[src/rtl/hp_cvt_pipe.sv]
// rtl/hp_cvt_pipe.sv - 3-stage integer to floating-point converter with handshakes
//
// Converts a signed or unsigned INTn-bit integer into a {sign, exponent,
// significand} float with NEXP exponent bits and NSIG stored significand bits.
// Pipeline: S1 sign/magnitude, S2 leading-one detect + normalise,
// S3 round + pack (S3 is the output register).
//
// Ports:
//   clk, rst_n           clock, asynchronous active-low reset
//   in_valid/in_ready    input handshake
//   in_data              integer operand
//   in_signed            1 = two's complement, 0 = unsigned
//   in_rm                rounding mode: 00 RNE, 01 RTZ, 10 RDN, 11 RUP
//   out_valid/out_ready  output handshake
//   out_data             {sign, exponent, significand}
//   out_inexact          result was rounded
//   out_overflow         result exceeded the largest finite value
//   flag_clr             clears flags_sticky
//   flags_sticky         {overflow, inexact} accumulated over output transfers
module hp_cvt_pipe #(
  parameter int INTn = 32,
  parameter int NEXP = 8,
  parameter int NSIG = 7
) (
  input  logic                     clk,
  input  logic                     rst_n,
  input  logic                     in_valid,
  output logic                     in_ready,
  input  logic [INTn-1:0]          in_data,
  input  logic                     in_signed,
  input  logic [1:0]               in_rm,
  output logic                     out_valid,
  input  logic                     out_ready,
  output logic [NEXP+NSIG:0]       out_data,
  output logic                     out_inexact,
  output logic                     out_overflow,
  input  logic                     flag_clr,
  output logic [1:0]               flags_sticky
);

  localparam int MW  = INTn + 1;           // magnitude width, holds -2^(INTn-1)
  localparam int PW  = $clog2(MW) + 1;     // leading-one position width
  localparam int EXW = NEXP + PW + 1;      // unbiased-plus-bias exponent, no wrap
  localparam int EW  = MW + NSIG + 1;      // normalised value padded for guard
  localparam int OW  = NEXP + NSIG + 1;

  localparam logic [EXW-1:0] BIAS = EXW'((1 << (NEXP - 1)) - 1);
  localparam logic [EXW-1:0] EMAX = EXW'((1 << NEXP) - 2);

  localparam logic [1:0] RM_RNE = 2'b00;
  localparam logic [1:0] RM_RDN = 2'b10;
  localparam logic [1:0] RM_RUP = 2'b11;

  // Each stage accepts when it is empty or its contents move on this cycle.
  logic s1_v, s2_v;
  logic s1_take, s2_take, s3_take;

  assign s3_take  = !out_valid || out_ready;
  assign s2_take  = !s2_v || s3_take;
  assign s1_take  = !s1_v || s2_take;
  assign in_ready = s1_take;

  // ---------------- S1: sign / magnitude ----------------
  logic            in_neg;
  logic [MW-1:0]   in_ext;
  logic [MW-1:0]   in_mag;

  assign in_neg = in_signed & in_data[INTn-1];
  assign in_ext = {in_neg, in_data};
  assign in_mag = in_neg ? (~in_ext + MW'(1)) : in_ext;

  logic            s1_sign;
  logic [MW-1:0]   s1_mag;
  logic [1:0]      s1_rm;

  always_ff @(posedge clk or negedge rst_n) begin
    if (!rst_n) begin
      s1_v    <= 1'b0;
      s1_sign <= 1'b0;
      s1_mag  <= '0;
      s1_rm   <= '0;
    end else if (s1_take) begin
      s1_v <= in_valid;
      if (in_valid) begin
        s1_sign <= in_neg;
        s1_mag  <= in_mag;
        s1_rm   <= in_rm;
      end
    end
  end

  // ---------------- S2: leading-one detect + normalise ----------------
  logic [PW-1:0]   lo_pos;
  logic [MW-1:0]   norm;

  always_comb begin
    lo_pos = '0;
    for (int i = 0; i < MW; i++) begin
      if (s1_mag[i]) lo_pos = PW'(i);
    end
  end

  // Leading one lands in the top bit; an all-zero magnitude stays zero.
  assign norm = s1_mag << (PW'(MW - 1) - lo_pos);

  logic            s2_sign;
  logic [1:0]      s2_rm;
  logic [PW-1:0]   s2_pos;
  logic [MW-1:0]   s2_norm;

  always_ff @(posedge clk or negedge rst_n) begin
    if (!rst_n) begin
      s2_v    <= 1'b0;
      s2_sign <= 1'b0;
      s2_rm   <= '0;
      s2_pos  <= '0;
      s2_norm <= '0;
    end else if (s2_take) begin
      s2_v <= s1_v;
      if (s1_v) begin
        s2_sign <= s1_sign;
        s2_rm   <= s1_rm;
        s2_pos  <= lo_pos;
        s2_norm <= norm;
      end
    end
  end

  // ---------------- S3: round + pack ----------------
  logic [EW-1:0]   ext;
  logic [NSIG-1:0] frac;
  logic            guard, sticky, round_up, carry, to_inf;
  logic [NSIG:0]   frac_r;
  logic [EXW-1:0]  exp_r;
  logic [OW-1:0]   r_data;
  logic            r_inx, r_ovf;

  assign ext    = {s2_norm, {(NSIG + 1){1'b0}}};
  assign frac   = ext[EW-2 -: NSIG];
  assign guard  = ext[EW-2-NSIG];
  assign sticky = |ext[EW-3-NSIG:0];

  always_comb begin
    round_up = 1'b0;
    to_inf   = 1'b0;
    r_data   = '0;
    r_inx    = 1'b0;
    r_ovf    = 1'b0;
    case (s2_rm)
      RM_RNE:  round_up = guard & (sticky | frac[0]);
      RM_RDN:  round_up = s2_sign & (guard | sticky);
      RM_RUP:  round_up = !s2_sign & (guard | sticky);
      default: round_up = 1'b0;
    endcase
    frac_r = {1'b0, frac} + (NSIG + 1)'(round_up);
    carry  = frac_r[NSIG];
    // A carry out leaves frac_r's low bits all zero, which is the wanted significand.
    exp_r  = BIAS + EXW'(s2_pos) + EXW'(carry);

    if (s2_norm[MW-1]) begin
      r_inx = guard | sticky;
      if (exp_r > EMAX) begin
        r_ovf  = 1'b1;
        r_inx  = 1'b1;
        to_inf = (s2_rm == RM_RNE) || (s2_rm == RM_RUP && !s2_sign) ||
                 (s2_rm == RM_RDN && s2_sign);
        if (to_inf) r_data = {s2_sign, {NEXP{1'b1}}, {NSIG{1'b0}}};
        else        r_data = {s2_sign, EMAX[NEXP-1:0], {NSIG{1'b1}}};
      end else begin
        r_data = {s2_sign, exp_r[NEXP-1:0], frac_r[NSIG-1:0]};
      end
    end
  end

  always_ff @(posedge clk or negedge rst_n) begin
    if (!rst_n) begin
      out_valid    <= 1'b0;
      out_data     <= '0;
      out_inexact  <= 1'b0;
      out_overflow <= 1'b0;
    end else if (s3_take) begin
      out_valid <= s2_v;
      if (s2_v) begin
        out_data     <= r_data;
        out_inexact  <= r_inx;
        out_overflow <= r_ovf;
      end
    end
  end

  // A clear coinciding with a transfer keeps only that transfer's flags.
  always_ff @(posedge clk or negedge rst_n) begin
    if (!rst_n) begin
      flags_sticky <= 2'b00;
    end else if (out_valid && out_ready) begin
      if (flag_clr) flags_sticky <= {out_overflow, out_inexact};
      else          flags_sticky <= flags_sticky | {out_overflow, out_inexact};
    end else if (flag_clr) begin
      flags_sticky <= 2'b00;
    end
  end

endmodule

[config.mk]
export PLATFORM = sky130hd
export DESIGN_NAME = hp_cvt_pipe
export DESIGN_NICKNAME = d
export VERILOG_FILES = /design/src/rtl/hp_cvt_pipe.sv
export SDC_FILE = /design/constraint.sdc
export NUM_CORES = 1
export LEC_CHECK = 0
export BUFFER_PORTS_ARGS = -buffer_cell sky130_fd_sc_hd__buf_2
export CORE_MARGIN = 3
export CORE_UTILIZATION = 65
export CTS_CLUSTER_DIAMETER = 30
export DETAILED_ROUTE_END_ITERATION = 6
export PLACE_DENSITY_LB_ADDON = 0.25
export SYNTH_ARGS = -nofsm -noshare
export SYNTH_HDL_FRONTEND = slang
export SYNTH_SLANG_ARGS = --single-unit
[constraint.sdc]
create_clock -name clk -period 7 [get_ports clk]
set_input_delay 1.05 -clock clk [delete_from_list [all_inputs] [get_ports clk]]
set_output_delay 1.05 -clock clk [all_outputs]
set_load 0.01 [all_outputs]
==> flow_metrics.py <==
metrics = {
    "logic_synthesis": {
        "yosys.cell_types.count": 67,
        "synth_edf_count": 0,
        "syn_inst": 759,
        "async_flop_share_pct": 100.0,
        "syn_area_mm2": 0.006858,
        "synth_flop_cell": "dfrtp_1",
        "synth_area_leaders": "dfrtp_1 37%, mux2i_1 6.0%, nand2_1 6.0%",
        "synth_seq_cells": 101,
        "synth_nets": 806,
        "synth_top_area_share_pct": 36.85,
        "netlist_top_cells_count": "109 x nand2_1, 101 x dfrtp_1, 80 x o21ai_0",
        "synth.largest_area_cell": "dfrtp_1",
        "yosysSeqAreaShare_pct": 36.85,
        "yosysWarnings": 0,
        "syn_area_per_cell_um2": 9.035,
        "yosysMostFrequentCell": "nand2_1",
    },
    "timing": {
        "fin_worst_skew_ns": 0.01473,
        "tightest_slew_ns": 0.9795,
        "final_max_slew_viol_count": 0,
        "setup_viol": 0,
        "fmax_ghz": 0.2099,
        "finalSetupTns_ns": 0,
        "rsz0062_at_grt": "false",
        "hold_violations": 0,
        "fin_crit_ns": 4.764,
        "finalCritPeriodShare_pct": 68.05,
        "relSlewSlack_pct": 34.47,
    },
    "global_routing": {
        "grtUsageMet3_pct": 3.612,
        "grt_pass1_vias": 5520,
        "antenna_found_initial": 0,
        "grt.met1_usage_pct": 39.88,
        "grt_pass1_wl_um": 27440,
        "grtUsageMet2_pct": 49.16,
        "grt_max_degree": 70,
        "top_usage_layer": "met2",
        "grt_util_all_layers_pct": 29.05,
        "grt_overflow": 0,
    },
    "floorplan": {
        "die_h_um": 108.7,
        "io_pins": 62,
        "core_mm2": 0.01000,
        "die_w_um": 108.7,
        "rows": 36,
        "die_area_mm2": 0.01182,
        "initial_core_util_pct": 68.58,
    },
    "setup_path": {
        "arrival_ns": 5.09,
        "crit_path_end_kind": "register",
        "r2r_cells": 12,
        "worstSetupStartpointType": "register",
        "reg2reg_slack_ns": 2.24,
        "r2r-end": "s2_norm[1]$_DFFE_PN0P_",
        "cp_max_fo": 26,
        "rr_startpoint": "s1_mag[32]$_DFFE_PN0P_",
        "critPathKind": "reg -> reg",
        "worstPathRequired_ns": 7.32,
        "crit_start": "s1_mag[32]$_DFFE_PN0P_",
        "cp-endpoint": "s2_norm[1]$_DFFE_PN0P_",
    },
    "power_and_ir_drop": {
        "p_comb_share_pct": 48.8,
        "clkPwrFrac_pct": 15.5,
        "switching_share_pct": 42.80,
        "power_mw": 2.577,
        "power.net_switching_mw": 1.103,
        "powerDensity_mw_per_mm2": 351.4,
        "leakagePower_nw": 3.120,
        "p_seq_share_pct": 35.7,
        "irDropWorstVdd_mv": 0.1436,
        "p_int_mw": 1.474,
    },
    "cts": {
        "clk_latency_ns": 0.38,
        "cts_sinks": 101,
        "cts.repair.resized": 0,
        "hold_buffers": 0,
        "numCtsBuffers": 9,
        "cts_tree": "yes",
        "cts_root_buf": "clkbuf_8",
        "cts_buffer_depth": 2,
        "postCtsSetupBuffers": 0,
        "clk_pin_slew_ns": 0.10,
        "cts_max_level": 3,
    },
    "route": {
        "vias_per_cell": 6.458,
        "post_drt_wl_per_cell_um": 17.99,
        "first_pass_iters": 5,
        "final_antenna_net_count": 0,
        "route.detailed.drc": 0,
        "first_iter_violations": 546,
        "wl_um": 16580,
        "vias": 5954,
    },
    "place": {
        "dpl.cell_count": 906,
        "dpl_cell_area_mm2": 0.007117,
        "portBuffers": 61,
        "dp_hpwl_um": 12330,
        "place_congestion": 0.9130,
    },
    "run": {
        "max-cap-violations": 0,
    },
    "status": {
        "status": "completed",
    },
    "min_path": {
        "hold_class": "reg -> reg",
    },
    "layout": {
        "area.growth.synth_to_final_pct": 6.933,
        "layoutNonFillerInstCount": 922,
        "fin_nets": 831,
        "post-route-util_pct": 73.34,
        "design_area_mm2": 0.007333,
        "antenna_cells": 0,
        "drive_above_1_share_pct": 16.60,
    },
}
[layout make-up]
class	instances	area, um2
Clock buffer	11	151.4
Clock inverter	5	65.06
Fill cell	796	2666
Inverter	19	78.83
Multi-Input combinational cell	587	3999
Sequential cell	101	2527
Tap cell	133	166.4
Timing Repair Buffer	66	345.3
[state kept, by name (all words and copies together) (netlist names)]
register	cells
out_overflow	1
s1_mag	33
s1_rm	2
flags_sticky	2
out_data	16
out_valid	1
s1_sign	1
s2_rm	2
s2_v	1
s1_v	1
s2_pos	6
s2_norm	33
s2_sign	1
out_inexact	1
[metrics by stage]
| stage | setup slack [ns] | hold WS [ns] |
|---|---|---|
| 2_1_floorplan | 2.861 | 0.4460 |
| 3_3_place_gp | 2.429 | 0.4577 |
| 3_5_place_dp | 2.267 | 0.4659 |
| 4_1_cts | 2.278 | 0.4889 |
| 5_1_grt | 1.840 | 0.4982 |
| 6_report | 2.236 | 0.4872 |
[metal layers]
metal	vias up	wire, um	part of all wire (%)
li1	2830	-	-
met1	2866	7211	43
met2	232	8122	49
met3	26	990	6.0
met4	0	260	1.6
met5	-	0	0
[worst min-delay path by stage]
stage | from | endpoint | slack, ns | depth (start not counted)
2_1_floorplan | s1_sign$_DFFE_PN0P_ | s1_sign$_DFFE_PN0P_ | 0.45 | 2
3_3_place_gp | out_data[1]$_DFFE_PN0P_ | out_data[1]$_DFFE_PN0P_ | 0.46 | 2
3_5_place_dp | out_data[1]$_DFFE_PN0P_ | out_data[1]$_DFFE_PN0P_ | 0.47 | 2
4_1_cts | out_data[1]$_DFFE_PN0P_ | out_data[1]$_DFFE_PN0P_ | 0.49 | 2
5_1_grt | out_data[1]$_DFFE_PN0P_ | out_data[1]$_DFFE_PN0P_ | 0.50 | 2
6_report | out_data[9]$_DFFE_PN0P_ | out_data[9]$_DFFE_PN0P_ | 0.49 | 2
[critical path, cell delays in order (launching register included)]
cell and delay (ns):
dfrtp_1 0.73, nor2b_1 0.19, or3_1 0.38, a211o_1 0.27, o211a_1 0.47, inv_8 0.34, ha_1 0.34, o211ai_1 0.11
a31oi_1 0.31, nor2b_1 0.78, nand2_1 0.38, nor2_1 0.24, a22o_1 0.16
[logic make-up (layout without fill, tap and decap cells)]
group / Yosys count / count (layout) / synth area share, %
adders and majority gates: 7 / 7 / 1.277
DFF: 101 / 101 / 36.85
muxes: 78 / 78 / 15.02
and+or+nand+nor: 259 / 259 / 17.46
buffers and inverters: 71 / 101 / 4.871
AOI/OAI and AO/OA: 205 / 205 / 19.67
xor gates and xnor gates: 38 / 38 / 4.853
[cell usage in the layout (no fill, tap or decap), drive strengths merged, types with 9 or more instances in the layout]
cell      n
mux4     17
nor2     53
nand2b   10
xor2     21
nor4     18
inv      20
clkbuf   11
a21oi    29
o21ai    83
nor3     14
a221o     9
mux2     19
dfrtp   101
nand2   109
mux2i    42
buf      66
nand3    13
xnor2    17
[power by group through the flow]
stage | clock [mW] | sequential, mW | combinational (mW)
finish | 0.400 | 0.920 | 1.26
global route | 0.423 | 0.940 | 1.37
CTS | 0.402 | 0.915 | 1.24
detailed placement | 0 | 0.925 | 1.24
global placement | 0 | 0.916 | 1.20
floorplan | 0 | 0.868 | 0.968
Note: power is estimated with default switching activity, not from simulation.
